--- src/rtl/sep32_frame_if.sv ---
// Bus bundle between the slot-counter/TDM source, the frame reader and sep32_frame.
// master = source/reader side, slave = capture stage.
interface sep32_frame_if #(
  parameter int DW = 10
);
  logic          cen;
  logic [4:0]    slot;
  logic [DW-1:0] din;
  logic [4:0]    rd_addr;
  logic [DW-1:0] rd_data;
  logic          frame_valid;
  logic          frame_ack;
  logic [31:0]   changed;
  logic [15:0]   frame_cnt;
  logic          overrun;
  logic          sync_err;

  modport master (
    output cen, slot, din, rd_addr, frame_ack,
    input  rd_data, frame_valid, changed, frame_cnt, overrun, sync_err
  );

  modport slave (
    input  cen, slot, din, rd_addr, frame_ack,
    output rd_data, frame_valid, changed, frame_cnt, overrun, sync_err
  );
endinterface

--- src/rtl/sep32_frame.sv ---
// Captures one 32-slot TDM frame into a double buffer and hands it to a reader
// via valid/ack, with per-slot change flags and sticky overrun/sync error bits.
//
// state | meaning
// ------+----------------------------------------------------------
// SYNC  | waiting for slot 0; samples ignored until it appears
// LOCK  | capturing; every cen sample must carry slot == exp_slot
module sep32_frame #(
  parameter int DW = 10
) (
  input logic          clk,
  input logic          rst_n,
  sep32_frame_if.slave bus
);
  typedef enum logic {S_SYNC, S_LOCK} state_t;

  state_t                   state, state_nxt;
  logic [4:0]               exp_slot, exp_slot_nxt;
  logic                     wr_en, sync_break;
  logic                     wb;
  logic [1:0][31:0][DW-1:0] mem;
  logic [31:0]              chg_acc, chg_full;
  logic                     wr_diff, frame_done, swap_ok;
  logic [DW-1:0]            rd_data_q;
  logic                     frame_valid_q, overrun_q, sync_err_q;
  logic [31:0]              changed_q;
  logic [15:0]              frame_cnt_q;

  always_ff @(posedge clk or negedge rst_n) begin
    if (!rst_n) begin
      state    <= S_SYNC;
      exp_slot <= '0;
    end else begin
      state    <= state_nxt;
      exp_slot <= exp_slot_nxt;
    end
  end

  always_comb begin
    state_nxt    = state;
    exp_slot_nxt = exp_slot;
    wr_en        = 1'b0;
    sync_break   = 1'b0;
    if (bus.cen) begin
      case (state)
        S_SYNC: begin
          if (bus.slot == 5'd0) begin
            wr_en        = 1'b1;
            exp_slot_nxt = 5'd1;
            state_nxt    = S_LOCK;
          end
        end
        S_LOCK: begin
          if (bus.slot == exp_slot) begin
            wr_en        = 1'b1;
            exp_slot_nxt = exp_slot + 5'd1;
          end else begin
            sync_break = 1'b1;
            // a stray slot 0 is a fresh frame start, so relock immediately
            if (bus.slot == 5'd0) begin
              wr_en        = 1'b1;
              exp_slot_nxt = 5'd1;
            end else begin
              state_nxt = S_SYNC;
            end
          end
        end
        default: state_nxt = S_SYNC;
      endcase
    end
  end

  // compare against the bank the reader holds, i.e. the last delivered frame
  assign wr_diff    = (bus.din != mem[~wb][bus.slot]);
  assign chg_full   = chg_acc | (32'(wr_diff) << bus.slot);
  assign frame_done = wr_en && (bus.slot == 5'd31);
  assign swap_ok    = !frame_valid_q || bus.frame_ack;

  always_ff @(posedge clk or negedge rst_n) begin
    if (!rst_n) begin
      mem           <= '0;
      wb            <= 1'b0;
      chg_acc       <= '0;
      changed_q     <= '0;
      frame_cnt_q   <= '0;
      frame_valid_q <= 1'b0;
      overrun_q     <= 1'b0;
      sync_err_q    <= 1'b0;
      rd_data_q     <= '0;
    end else begin
      rd_data_q <= mem[~wb][bus.rd_addr];
      if (wr_en) mem[wb][bus.slot] <= bus.din;
      if (sync_break) sync_err_q <= 1'b1;

      if (frame_done)                        chg_acc <= '0;
      else if (wr_en && bus.slot == 5'd0)    chg_acc <= {31'b0, wr_diff};
      else if (wr_en)                        chg_acc <= chg_full;
      else if (sync_break)                   chg_acc <= '0;

      if (frame_done && swap_ok) begin
        wb            <= ~wb;
        changed_q     <= chg_full;
        frame_cnt_q   <= frame_cnt_q + 16'd1;
        frame_valid_q <= 1'b1;
      end else begin
        if (frame_done) overrun_q <= 1'b1;
        if (bus.frame_ack) frame_valid_q <= 1'b0;
      end
    end
  end

  assign bus.rd_data     = rd_data_q;
  assign bus.frame_valid = frame_valid_q;
  assign bus.changed     = changed_q;
  assign bus.frame_cnt   = frame_cnt_q;
  assign bus.overrun     = overrun_q;
  assign bus.sync_err    = sync_err_q;
endmodule

--- src/flat_wrapper.sv ---
// flat-port wrapper written by rule: the top's interface ports become plain ports
module sep32_frame_flat 
#(
  parameter int DW = 10
)
  (clk, rst_n, bus_cen, bus_slot, bus_din, bus_rd_addr, bus_frame_ack, bus_rd_data, bus_frame_valid, bus_changed, bus_frame_cnt, bus_overrun, bus_sync_err);
  sep32_frame_if #(.DW(DW)) bus_i ();
  input logic clk;
  input logic rst_n;
  input wire logic [$bits(bus_i.cen)-1:0] bus_cen;
  input wire logic [$bits(bus_i.slot)-1:0] bus_slot;
  input wire logic [$bits(bus_i.din)-1:0] bus_din;
  input wire logic [$bits(bus_i.rd_addr)-1:0] bus_rd_addr;
  input wire logic [$bits(bus_i.frame_ack)-1:0] bus_frame_ack;
  output wire logic [$bits(bus_i.rd_data)-1:0] bus_rd_data;
  output wire logic [$bits(bus_i.frame_valid)-1:0] bus_frame_valid;
  output wire logic [$bits(bus_i.changed)-1:0] bus_changed;
  output wire logic [$bits(bus_i.frame_cnt)-1:0] bus_frame_cnt;
  output wire logic [$bits(bus_i.overrun)-1:0] bus_overrun;
  output wire logic [$bits(bus_i.sync_err)-1:0] bus_sync_err;
  assign bus_i.cen = bus_cen;
  assign bus_i.slot = bus_slot;
  assign bus_i.din = bus_din;
  assign bus_i.rd_addr = bus_rd_addr;
  assign bus_i.frame_ack = bus_frame_ack;
  assign bus_rd_data = bus_i.rd_data;
  assign bus_frame_valid = bus_i.frame_valid;
  assign bus_changed = bus_i.changed;
  assign bus_frame_cnt = bus_i.frame_cnt;
  assign bus_overrun = bus_i.overrun;
  assign bus_sync_err = bus_i.sync_err;
  sep32_frame #(.DW(DW)) u_core (.clk(clk), .rst_n(rst_n), .bus(bus_i));
endmodule
--- config.mk ---
export PLATFORM = sky130hd
export DESIGN_NAME = sep32_frame_flat
export DESIGN_NICKNAME = d
export VERILOG_FILES = /design/src/rtl/sep32_frame_if.sv /design/src/rtl/sep32_frame.sv /design/src/flat_wrapper.sv
export SDC_FILE = /design/constraint.sdc
export NUM_CORES = 1
export LEC_CHECK = 0
export CAP_MARGIN = 0
export CORE_ASPECT_RATIO = 1.75
export CORE_MARGIN = 5
export CORE_UTILIZATION = 40
export DETAILED_ROUTE_END_ITERATION = 7
export PLACE_DENSITY_LB_ADDON = 0.3
export REMOVE_ABC_BUFFERS = 1
export SLEW_MARGIN = 40
export SYNTH_ARGS = -nofsm -noshare
export SYNTH_HDL_FRONTEND = slang
export SYNTH_SLANG_ARGS = --single-unit
--- constraint.sdc ---
create_clock -name clk -period 6.69 [get_ports clk]
set_clock_uncertainty 0.1 [all_clocks]
set_input_delay 1.338 -clock clk [delete_from_list [all_inputs] [get_ports clk]]
set_output_delay 1.338 -clock clk [all_outputs]
set_load 0.005 [all_outputs]
After elaboration in Yosys (flattened, before gate mapping):

Index checks and enable logic that the tools add are counted.
Widths: inputs -> output; s select.

* logic and storage cells: 128
* bits of input ports: 24
* bits in registers: 740
* output and inout port bits: 61

* eq/ne operators: 3
* add/subtract/negate cells: 2
* muxes and demuxes: 27
* order comparisons: 6
* reduce and logical (&&, ||, !) cells: 11
* shift operators: 1
* bitwise gates (word level): 4

Operator list (count)
* $mux 320: 3
* $bwmux 640: 1
* $demux 320 s1: 1
* $mux 32: 4
* $bmux 10 s5: 2
* $demux 10 s5: 1
* $or 32x32->32: 1
* $shl 1x5->32: 1
* $mux 10: 3
* $add 16x1->16 const B: 1
* $lt 5x6->1 const B: 2
* $mux 5: 2
* $ne 10x10->1: 1
* $pmux 5 s2: 1
* $mux 1: 8
* $add 5x1->5 const B: 1
* $eq 5x5->1: 1
* $eq 5x5->1 const B: 1
* $ge 5x1->1 const B: 1
* $logic_and 1x1->1: 5
* $logic_not 5->1: 1
* $lt 1x2->1 const B: 2
* $reduce_bool 4->1: 1
* $not 1->1: 3
* other kinds (6): 6

Logic depth before layout (Yosys ltp):

* depth after elaboration: 11
* mapped depth: 14
* mapped depth without buffers: 8

Worst setup path before layout:

No wires, ideal clock.

* path type: input to register
* start point: in bus_slot[0]
* end point: reg u_core.chg_acc[10]
* required time: 6.452 ns
* slack: 2.485 ns
* stages: 12
* buffers on the path: 4
* arrival: 3.966 ns
* setup time: 0.138 ns
* cells stage by stage: buf_4 > buf_2 > clkbuf_1 > mux4_2 > a22oi_1 > nand4_1 > a211oi_2 > xor2_1 > o2111ai_1 > nor4_4 > buf_6 > o31ai_1

* word-level cells in the longest chain between the ends: 8
* elaborated cells between the ends (all ways): 21
* classes of those cells: eq/ne (3); shift (1); mux (12); bitwise (1); reduce/logical (4)

Ends and longest elaborated chain
* start, declared: line flat_wrapper.sv:11 `input wire logic [$bits(bus_i.slot)-1:0] bus_slot;`
* $bmux 10 s5 / $logic_not 5->1 (equally long branches)
* $mux 10 (not written as such) / $mux 1 (equally long branches): line sep32_frame.sv:74, sep32_frame.sv:47, sep32_frame.sv:60
* $ne 10x10->1 / $mux 1 (equally long branches): line sep32_frame.sv:74, sep32_frame.sv:54
* $shl 1x5->32 / $pmux 1 s2 (equally long branches): line sep32_frame.sv:75, sep32_frame.sv:45
* $or 32x32->32 / $mux 1 (equally long branches): line sep32_frame.sv:75, sep32_frame.sv:44
* $mux 32 / $logic_and 1x1->1 (equally long branches): line sep32_frame.sv:97, sep32_frame.sv:96
* $mux 32: line sep32_frame.sv:96 `else if (wr_en && bus.slot == 5'd0) chg_acc <= {31'b0, wr_diff};`
* $mux 32: line sep32_frame.sv:95 `if (frame_done) chg_acc <= '0;`
* end signal, assigned: line sep32_frame.sv:96
* end signal, assigned: line sep32_frame.sv:97 `else if (wr_en) chg_acc <= chg_full;`
* end, declared: line sep32_frame.sv:22 `logic [31:0] chg_acc, chg_full;`

Parallel ways exist; a longest one is shown, timed or not. The select of a mux whose other input is x is not followed.
A chain may end at the register's enable or synchronous reset.

Worst setup path after layout:

* start point: in bus_slot[1]
* end point: reg u_core.chg_acc[14]

Same word-level chain as after synthesis.

==> metrics.yaml <==
status: "completed"
die-area_um2: 103000
power_mw: 9.19
vias_per_cell: 6.37
cp-end-kind: "register"
ctsHoldBuffers: 0
drt_wl_total_um: 135000
grt_usage_pct: 26.2
yosysUniqueCellTypes: 68
fin_nets: 2731
tns_ps: 0
cts_tree: "yes"
relSlewSlack_pct: 39.5
utilization_pct: 45.2
crit_arrival_ps: 5360
synthCells: 2700
ys_seq_elements: 740
grt_first_pass_wirelength_um: 195000
antenna_found_initial: 4
synth_top_family_by_area: "multiplexers"
drtPass1Iterations: 6
rsz0062_at_grt: "false"
cts_max_path_buffers: 3
clkTransAtPathRegs_ps: 60
avgRoutedWirePerCell_um: 33.9
port_buffers: 84
syn_area_per_cell_um2: 14.3
dieHeight_um: 421
synth-compound-area-share_pct: 3.57
drv_cap: 0
cts-resized-gates: 0
cts_setup_buffers: 0
synth_edf_count: 0
min_period_over_period_pct: 74.2
critPathKind: "input port to register"
cts_inserted_buffers: 70
drtIter0Drc: 2133
synth_area_um2: 38500
htreeDepth: 3
ios: 85
synth_ff_type: "dfrtp_1"
cts.sinks: 740
yosysSeqAreaShare_pct: 48.1
critPathMaxFanout: 60
synth-xor-area-share_pct: 0.591
areaGrowthSynthToFinish_pct: 12.2
start_kind: "input port"
start_util_pct: 40.3
cp.required_ps: 7090
min_path_type: "register to register"
rows: 150
leakage_nw: 19.2
finalHoldViolCount: 0
fp.dieW_um: 245
setup_viol: 0
via_count: 25312
timing.fmax_ghz: 0.201
drc: 0
yosys.area_share.adder_pct: 0.0649
async_flop_share_pct: 100
fp.coreArea_um2: 95500
powerDensity_nw_per_um2: 213
clock_latency_ps: 660
grt_overflow_total: 0
worst_pin_slew_ps: 903
final_cell_mix: "dfrtp_1 (739), mux2_2 (590), mux4_2 (332), nand2_1 (263), buf_4 (84)"
final_common_cell: "dfrtp_1"
grt_pass1_vias: 26990
drive_gt1_share_pct: 43.9
gp_congestion: 0.899
detail-route-antenna-nets: 0
synth-simple-area-share_pct: 5.98
root_buffer: "clkbuf_16"
yosys_warnings: 0
ir_worst_vdd_mv: 0.157
grt_max_degree: 150
finalCriticalPeriod_ps: 4960
slew_viol_final: 0
synth.area.mux_share_pct: 38.8
detailed_place_hpwl_um: 92500
worst paths after layout:
check	start	to	slack (ps)	depth (start not counted)
min	u_core.chg_acc[3]	u_core.bus.changed[3]	370	2
max	bus_slot[1]	u_core.chg_acc[14]	1730	11
min in group asynchronous	rst_n	u_core.mem[424]	460	1
min reg2reg	u_core.chg_acc[3]	u_core.bus.changed[3]	370	2
max reg2reg	u_core.wb	u_core.chg_acc[14]	1770	11
max in group asynchronous	rst_n	u_core.mem[618]	4360	4
kinds of logic after synthesis:
logic type      after synthesis
mux                         986
flops                       740
simple gates                481
buf+inv                     258
compound gates              207
xor+xnor                     26
fa+ha+maj                     2
power by group:
| part | internal [mW] | switching, mW |
|---|---|---|
| clock network | 2.31 | 1.79 |
| logic | 0.148 | 0.382 |
| registers | 4.52 | 0.0351 |
| total | 6.98 | 2.21 |
per-stage QoR:
stage / area (µm²) / hold WS, ps / instances / setup slack [ps]
after CTS: 43100 / 369 / 3967 / 1850
after global routing: 43200 / 386 / 3971 / 1620
after global placement: 40600 / 349 / 3840 / 1180
after floorplan: 37400 / 339 / 2450 / -8740
final: 43200 / 367 / 3976 / 1730
after detailed placement: 40800 / 356 / 3846 / 1240
sequential cells by signal, summed over array words and instances (netlist names):
name	cells
u_core.bus.rd_data	10
u_core.chg_acc	32
u_core.bus.frame_cnt	16
u_core.state	1
u_core.bus.sync_err	1
u_core.bus.frame_valid	1
u_core.bus.overrun	1
u_core.exp_slot	5
u_core.mem	640
u_core.wb	1
u_core.bus.changed	32
synth_stat cells, types with 8 or more instances:
master | instances | area, µm²
dfrtp_1 | 740 | 18500
mux2_2 | 590 | 6640
mux4_2 | 332 | 7480
nand2_1 | 263 | 987
clkbuf_1 | 172 | 646
o21ai_0 | 75 | 375
nand3_1 | 62 | 310
mux2i_1 | 53 | 531
buf_2 | 48 | 240
nor2_2 | 29 | 181
nor2_1 | 28 | 105
a22oi_1 | 26 | 195
o31ai_1 | 26 | 195
a21oi_1 | 18 | 90.1
nand4_1 | 15 | 93.8
xnor2_1 | 13 | 114
xor2_1 | 13 | 114
buf_1 | 12 | 45.0
mux4_1 | 11 | 289
nor2b_1 | 11 | 68.8
buf_6 | 9 | 101
nor3_1 | 9 | 45.0
o22ai_1 | 9 | 56.3
buf_4 | 8 | 60.1
nand2b_1 | 8 | 50.1
worst max-delay path: stages:
cell,delay [ps]
buf_6,520
buf_4,460
mux4_2,370
mux2i_1,400
o22ai_1,150
a211oi_1,560
a21oi_1,140
nand4b_1,300
nor4_4,250
buf_4,490
o31ai_1,140
final cells by class:
| cell class | instances | area, µm² |
|---|---|---|
| fill | 8343 | 52300 |
| sequential | 740 | 18500 |
| antenna | 6 | 15.0 |
| inverter | 8 | 30.0 |
| timing repair buffer | 183 | 1770 |
| clock buffer | 104 | 2080 |
| tap | 1216 | 1520 |
| clock inverter | 17 | 194 |
| multi-input combinational | 1702 | 19100 |
layer usage:
metal  up-vias  track usage (%)  share of wire [%]
met4         2             20.8                 10
met3       414             4.60                5.7
met2      1015             44.5                 50
met5         -                0             0.0097
li1      10267                -                  -
met1     13614             29.0                 34
No activity file was read; power rests on OpenSTA's default activity.
